[src/rtl/cla_pipe_adder.sv]
// Pipelined carry-lookahead adder/subtractor with valid/ready flow control.
// Carry groups are spread evenly over STAGES register stages; the last stage is the output register.
module cla_pipe_adder #(
    parameter int WIDTH  = 25,
    parameter int GROUP  = 4,
    parameter int STAGES = 2,
    parameter int TAGW   = 4
) (
    input  logic             clk,
    input  logic             rst_n,
    input  logic             flush,
    input  logic             in_valid,
    output logic             in_ready,
    input  logic [WIDTH-1:0] a,
    input  logic [WIDTH-1:0] b,
    input  logic             cin,
    input  logic             sub,
    input  logic [TAGW-1:0]  in_tag,
    output logic             out_valid,
    input  logic             out_ready,
    output logic [WIDTH-1:0] out,
    output logic             cout,
    output logic             of,
    output logic             zero,
    output logic [TAGW-1:0]  out_tag
);

    localparam int NG   = (WIDTH + GROUP - 1) / GROUP;
    localparam int GPS  = (NG + STAGES - 1) / STAGES;
    localparam int LAST = STAGES - 1;

    // Bits whose carry groups are resolved by stage s.
    function automatic logic [WIDTH-1:0] stage_mask(input int s);
        logic [WIDTH-1:0] m;
        m = '0;
        for (int i = 0; i < WIDTH; i++) begin
            if (i / (GPS * GROUP) == s) begin
                m[i] = 1'b1;
            end
        end
        return m;
    endfunction

    // Stage registers
    logic [STAGES-1:0] vld_reg;
    logic [STAGES-1:0] c_reg;
    logic [WIDTH-1:0]  sum_reg [STAGES];
    logic [WIDTH-1:0]  a_reg   [STAGES];
    logic [WIDTH-1:0]  b_reg   [STAGES];
    logic [TAGW-1:0]   tag_reg [STAGES];
    logic              of_reg;
    logic              zero_reg;
    logic              rdy_en_reg;

    // Per-stage combinational inputs and results
    logic [WIDTH-1:0]  in_a_s   [STAGES];
    logic [WIDTH-1:0]  in_b_s   [STAGES];
    logic [WIDTH-1:0]  in_sum_s [STAGES];
    logic [TAGW-1:0]   in_tag_s [STAGES];
    logic [WIDTH-1:0]  sum_next [STAGES];
    logic [STAGES-1:0] in_c_s;
    logic [STAGES-1:0] in_v_s;
    logic [STAGES-1:0] c_next;
    logic [STAGES-1:0] adv;
    logic [WIDTH-1:0]  grp_sum;
    logic              accept;
    logic              of_next;
    logic              zero_next;

    // A stage may advance when it, or any stage downstream of it, has room.
    always_comb begin : p_adv
        logic run;
        run = out_ready;
        adv = '0;
        for (int s = LAST; s >= 0; s--) begin
            run    = run | ~vld_reg[s];
            adv[s] = run;
        end
    end

    assign in_ready = rdy_en_reg & adv[0] & ~flush;
    assign accept   = in_valid & in_ready;

    // Subtraction folds into the adder as A + ~B + 1.
    always_comb begin
        in_c_s      = '0;
        in_v_s      = '0;
        in_a_s[0]   = a;
        in_b_s[0]   = sub ? ~b : b;
        in_sum_s[0] = '0;
        in_tag_s[0] = in_tag;
        in_c_s[0]   = sub | cin;
        in_v_s[0]   = accept;
        for (int s = 1; s < STAGES; s++) begin
            in_a_s[s]   = a_reg[s-1];
            in_b_s[s]   = b_reg[s-1];
            in_sum_s[s] = sum_reg[s-1];
            in_tag_s[s] = tag_reg[s-1];
            in_c_s[s]   = c_reg[s-1];
            in_v_s[s]   = vld_reg[s-1];
        end
    end

    genvar gi;

    // One lookahead group per iteration; each carry is a flat sum of G/P products.
    for (gi = 0; gi < NG; gi++) begin : g_grp
        localparam int LO  = gi * GROUP;
        localparam int LEN = (LO + GROUP > WIDTH) ? (WIDTH - LO) : GROUP;
        localparam int SG  = gi / GPS;

        logic [LEN-1:0] gg;
        logic [LEN-1:0] gp;
        logic [LEN:0]   cc;
        logic           cin_g;
        logic           cout_g;
        logic           pchain;
        logic           term;

        assign gg = in_a_s[SG][LO +: LEN] & in_b_s[SG][LO +: LEN];
        assign gp = in_a_s[SG][LO +: LEN] ^ in_b_s[SG][LO +: LEN];

        if (gi % GPS == 0) begin : g_head
            assign cin_g = in_c_s[SG];
        end else begin : g_link
            assign cin_g = g_grp[gi-1].cout_g;
        end

        always_comb begin
            cc = '0;
            for (int j = 0; j <= LEN; j++) begin
                pchain = cin_g;
                for (int m = 0; m < j; m++) begin
                    pchain = pchain & gp[m];
                end
                cc[j] = pchain;
                for (int k = 0; k < j; k++) begin
                    term = gg[k];
                    for (int m = k + 1; m < j; m++) begin
                        term = term & gp[m];
                    end
                    cc[j] = cc[j] | term;
                end
            end
        end

        assign cout_g               = cc[LEN];
        assign grp_sum[LO +: LEN]   = gp ^ cc[LEN-1:0];
    end

    // Stages left without groups simply pass the carry through.
    for (gi = 0; gi < STAGES; gi++) begin : g_stage_carry
        localparam int FIRST = gi * GPS;
        localparam int LASTG = (((gi + 1) * GPS < NG) ? (gi + 1) * GPS : NG) - 1;
        if (FIRST < NG) begin : g_res
            assign c_next[gi] = g_grp[LASTG].cout_g;
        end else begin : g_pass
            assign c_next[gi] = in_c_s[gi];
        end
    end

    always_comb begin
        for (int s = 0; s < STAGES; s++) begin
            sum_next[s] = (in_sum_s[s] & ~stage_mask(s)) | (grp_sum & stage_mask(s));
        end
    end

    // Carry into the MSB is recovered from the MSB sum bit and its operands.
    assign of_next   = sum_next[LAST][WIDTH-1] ^ in_a_s[LAST][WIDTH-1]
                     ^ in_b_s[LAST][WIDTH-1] ^ c_next[LAST];
    assign zero_next = ~|sum_next[LAST];

    always_ff @(posedge clk or negedge rst_n) begin
        if (!rst_n) begin
            vld_reg    <= '0;
            c_reg      <= '0;
            of_reg     <= 1'b0;
            zero_reg   <= 1'b0;
            rdy_en_reg <= 1'b0;
            for (int s = 0; s < STAGES; s++) begin
                sum_reg[s] <= '0;
                a_reg[s]   <= '0;
                b_reg[s]   <= '0;
                tag_reg[s] <= '0;
            end
        end else begin
            rdy_en_reg <= 1'b1;
            for (int s = 0; s < STAGES; s++) begin
                if (flush) begin
                    vld_reg[s] <= 1'b0;
                end else if (adv[s]) begin
                    vld_reg[s] <= in_v_s[s];
                end
                if (adv[s] && in_v_s[s]) begin
                    sum_reg[s] <= sum_next[s];
                    c_reg[s]   <= c_next[s];
                    a_reg[s]   <= in_a_s[s];
                    b_reg[s]   <= in_b_s[s];
                    tag_reg[s] <= in_tag_s[s];
                end
            end
            if (adv[LAST] && in_v_s[LAST]) begin
                of_reg   <= of_next;
                zero_reg <= zero_next;
            end
        end
    end

    assign out_valid = vld_reg[LAST];
    assign out       = sum_reg[LAST];
    assign cout      = c_reg[LAST];
    assign of        = of_reg;
    assign zero      = zero_reg;
    assign out_tag   = tag_reg[LAST];

endmodule

[config.mk]
export PLATFORM = sky130hd
export DESIGN_NAME = cla_pipe_adder
export DESIGN_NICKNAME = d
export VERILOG_FILES = /design/src/rtl/cla_pipe_adder.sv
export SDC_FILE = /design/constraint.sdc
export NUM_CORES = 1
export LEC_CHECK = 0
export ABC_AREA = 1
export BUFFER_PORTS_ARGS = -buffer_cell sky130_fd_sc_hd__buf_4
export CAP_MARGIN = 20
export CORE_MARGIN = 3
export CORE_UTILIZATION = 46
export DETAILED_ROUTE_END_ITERATION = 7
export PLACE_DENSITY_LB_ADDON = 0.15
export SYNTH_ARGS = -nofsm -noshare
export SYNTH_HDL_FRONTEND = slang
export SYNTH_SLANG_ARGS = --single-unit
[constraint.sdc]
create_clock -name clk -period 7.5 [get_ports clk]
set_input_delay 1.125 -clock clk [delete_from_list [all_inputs] [get_ports clk]]
set_output_delay 1.125 -clock clk [all_outputs]
set_load 0.03 [all_outputs]
==> run metrics <==
grt ovf=0; Post-CTS Hold Fix Bufs=0; total power=roughly 0.0015 W; Slew Limit Fails=0; post-synthesis adder-cell area fraction=12.3%; largest net degree at the start of global routing=75; Max IR drop VDD=0.0000995 V; global-route wire length before repair=~14,000 um; outcome=complete, no violations; CP arrival=5520 ps; drt drc=0; DP HPWL=6430 um; Antenna diodes=0; 1st-iter DRT viols=106; Area contributors post-synth=dfrtp_1 (44%), nand2_1 (13%), ha_1 (8.9%); initial antenna violation count=0; Flop pwr share=37.9%; Internal Dissipation=0.000923 W; Top cell by count, worst path=nand2_1; Worst path max stage delay=340 ps; max reg flops=25; Compound-Gate Fraction of Synth Area=10.6%; GPL Wtd Cong=0.804; deepest clock path buffer count=2; die area=slightly above 0.01 mm^2; Pleak=roughly 2.7 nW; Synth area leader=dfrtp_1; slew at the pin with the worst max-slew slack=about 940 ps; XOR/XNOR Fraction of Synth Area=6.66%; area grow syn2layout=21.2%; M1 WL=4420 um; WP data required=7780 ps; Final Hold Fails=0; Skew-Pair Late Insertion Delay=360 ps; combinational family with the most area after synthesis=simple AND/OR/NAND/NOR gates; Max-cap violations=0; yosys warns=0; DRT Wirelength=8690 um; Post-CTS Setup Bufs=0; CTS tree=done; Clk pwr share=23.9%; First-pass DRT Iterations=4; Distinct cells, synth=30; H-Tree Depth=3; Via Count=just over 3,000; worst hold margin=481 ps; simple-gate share of the synthesized area=16.6%; Peak Freq=191 MHz; CTS resizes=0; endpoints failing setup=0; # rows=34; most frequent cells in the layout=nand2_1 (144), buf_4 (94), dfrtp_1 (74); DR WL/cell=around 13 um; Filler cells=801; Clock Skews=13.8 ps; io pins=95; post-synthesis sequential area ratio=44.0%; met2 WL=3740 um; critical path startpoint category=input pin; mux contribution to synthesized area=0%; syn_area_per_cell=9.01 um^2; footprint of the multi-input gates=slightly below 0.002 mm^2; Setup WS pre-CTS=1870 ps; post-DR vias/cell=4.62; CP max-delay cell=buf_4; pwr/cell area=290 mW/mm^2; Clock transition at path regs=around 90 ps; Die W=102 um; CTS Sinks=74; RSZ-0062 raised after global routing=false; CORE AREA=0.00881 mm^2; root buf cell=clkbuf_8; synthesized area=0.00421 mm^2; crit path kind=input pin to register; most common cell after layout, fill and taps aside=nand2_1; HP Class=register to register; FF+latch count, synth=74; Top Metal Used=met4; Slew headroom=37.2%; share of cells above drive strength 1=about a quarter; Nets=~650; FF/Latch Area=0.00185 mm^2; Die Ht=102 um; Worst Setup End Kind=register; crit path time final=5240 ps; post-route ant nets=0; CTS buffer count=9; final worst-path cycle share=69.9%; Post-Syn Instances=between 400 and 500; setup TNS=0 ps; GRT Util Overall=18.0%; Final Util=57.9%; Starting Density=47.8%; Met3 Wirelength=366 um; post-synth top area share=44.0%; Final WS setup=2260 ps; vias in the first global route=2,978; Syn Nets=565; logic gate share of total power=between 30% and 40%; largest driver fanout on the critical path=26; Switching Share=37.6%; Port Buffer Count=94; sw power=between 0.0005 and 0.0006 W
-- logic make-up (layout without fill, tap and decap cells) --
kind of cell,after synthesis,after routing
adder cells (fa/ha/maj),37,37
other,1,1
flip-flops,74,74
buffers and inverters,79,172
XOR/XNOR,32,32
AO/OA/AOI/OAI,66,66
AND/OR/NAND/NOR,178,178
-- power by group through the flow --
stage                     clock [W]  sequential [W]  combinational [W]
after floorplan                   0        0.000666           0.000276
after global placement            0        0.000567           0.000559
after detailed placement          0        0.000570           0.000570
after CTS                  0.000360        0.000562           0.000573
after global routing       0.000379        0.000573           0.000632
final                      0.000353        0.000561           0.000565
-- worst max-delay path, delay by kind of cell --
kind | cells | cell delay, ps
AO/OA/AOI/OAI | 6 | 760
adder cells (fa/ha/maj) | 5 | 1000
XOR/XNOR | 1 | 220
AND/OR/NAND/NOR | 19 | 1660
buffers and inverters | 8 | 730
-- metal layers --
| layer | vias up | track usage, % |
|---|---|---|
| met1 | 1376 | 26.7 |
| met4 | 0 | 7.87 |
| met3 | 14 | 2.89 |
| met5 | - | 0 |
| met2 | 70 | 25.8 |
| li1 | 1629 | - |
-- synth_stat cells --
cell / instances
o21a_1: 1
xor2_1: 17
nand2_1: 144
o22ai_2: 1
inv_2: 3
inv_1: 59
nand2_4: 1
a21oi_2: 1
o21ai_1: 20
buf_12: 2
buf_6: 9
nand3_1: 6
a21oi_4: 1
nand4_1: 2
o21ai_0: 11
fa_1: 7
o21ai_2: 22
conb_1: 1
nand3b_1: 2
o22ai_1: 6
dfrtp_1: 74
buf_4: 3
or2_2: 1
a21oi_1: 2
nor2_1: 22
a22oi_1: 1
ha_1: 30
xnor2_1: 15
buf_2: 1
clkbuf_1: 2
-- worst paths after layout --
path	startpoint	to	slack, ps	cells past startpoint
min in group asynchronous	rst_n	out_tag[0]	880	1
worst max register to register	b_reg[41]	of	4170	20
max in group asynchronous	rst_n	b_reg[41]	5970	1
worst min-delay path	out_tag[1]	out_tag[1]	480	2
worst min register to register	out_tag[1]	out_tag[1]	480	2
worst max-delay path	sub	in_sum_s[15]	2260	39
-- stage by stage --
| step | area (um^2) | cells |
|---|---|---|
| after floorplan | 4210 | 467 |
| after global placement | 4870 | 652 |
| after detailed placement | 4870 | 652 |
| after CTS | 5100 | 668 |
| after global routing | 5100 | 668 |
| final | 5100 | 668 |
-- final cells by class --
class,count,area share (%)
multi-input cells,314,38.2
flip-flops and latches,74,36.3
repair buffers,94,13.8
inverters,62,4.57
clock buffers,10,2.70
well taps,108,2.65
clock inverters,6,1.74
No activity file was read; power rests on OpenSTA's default activity.
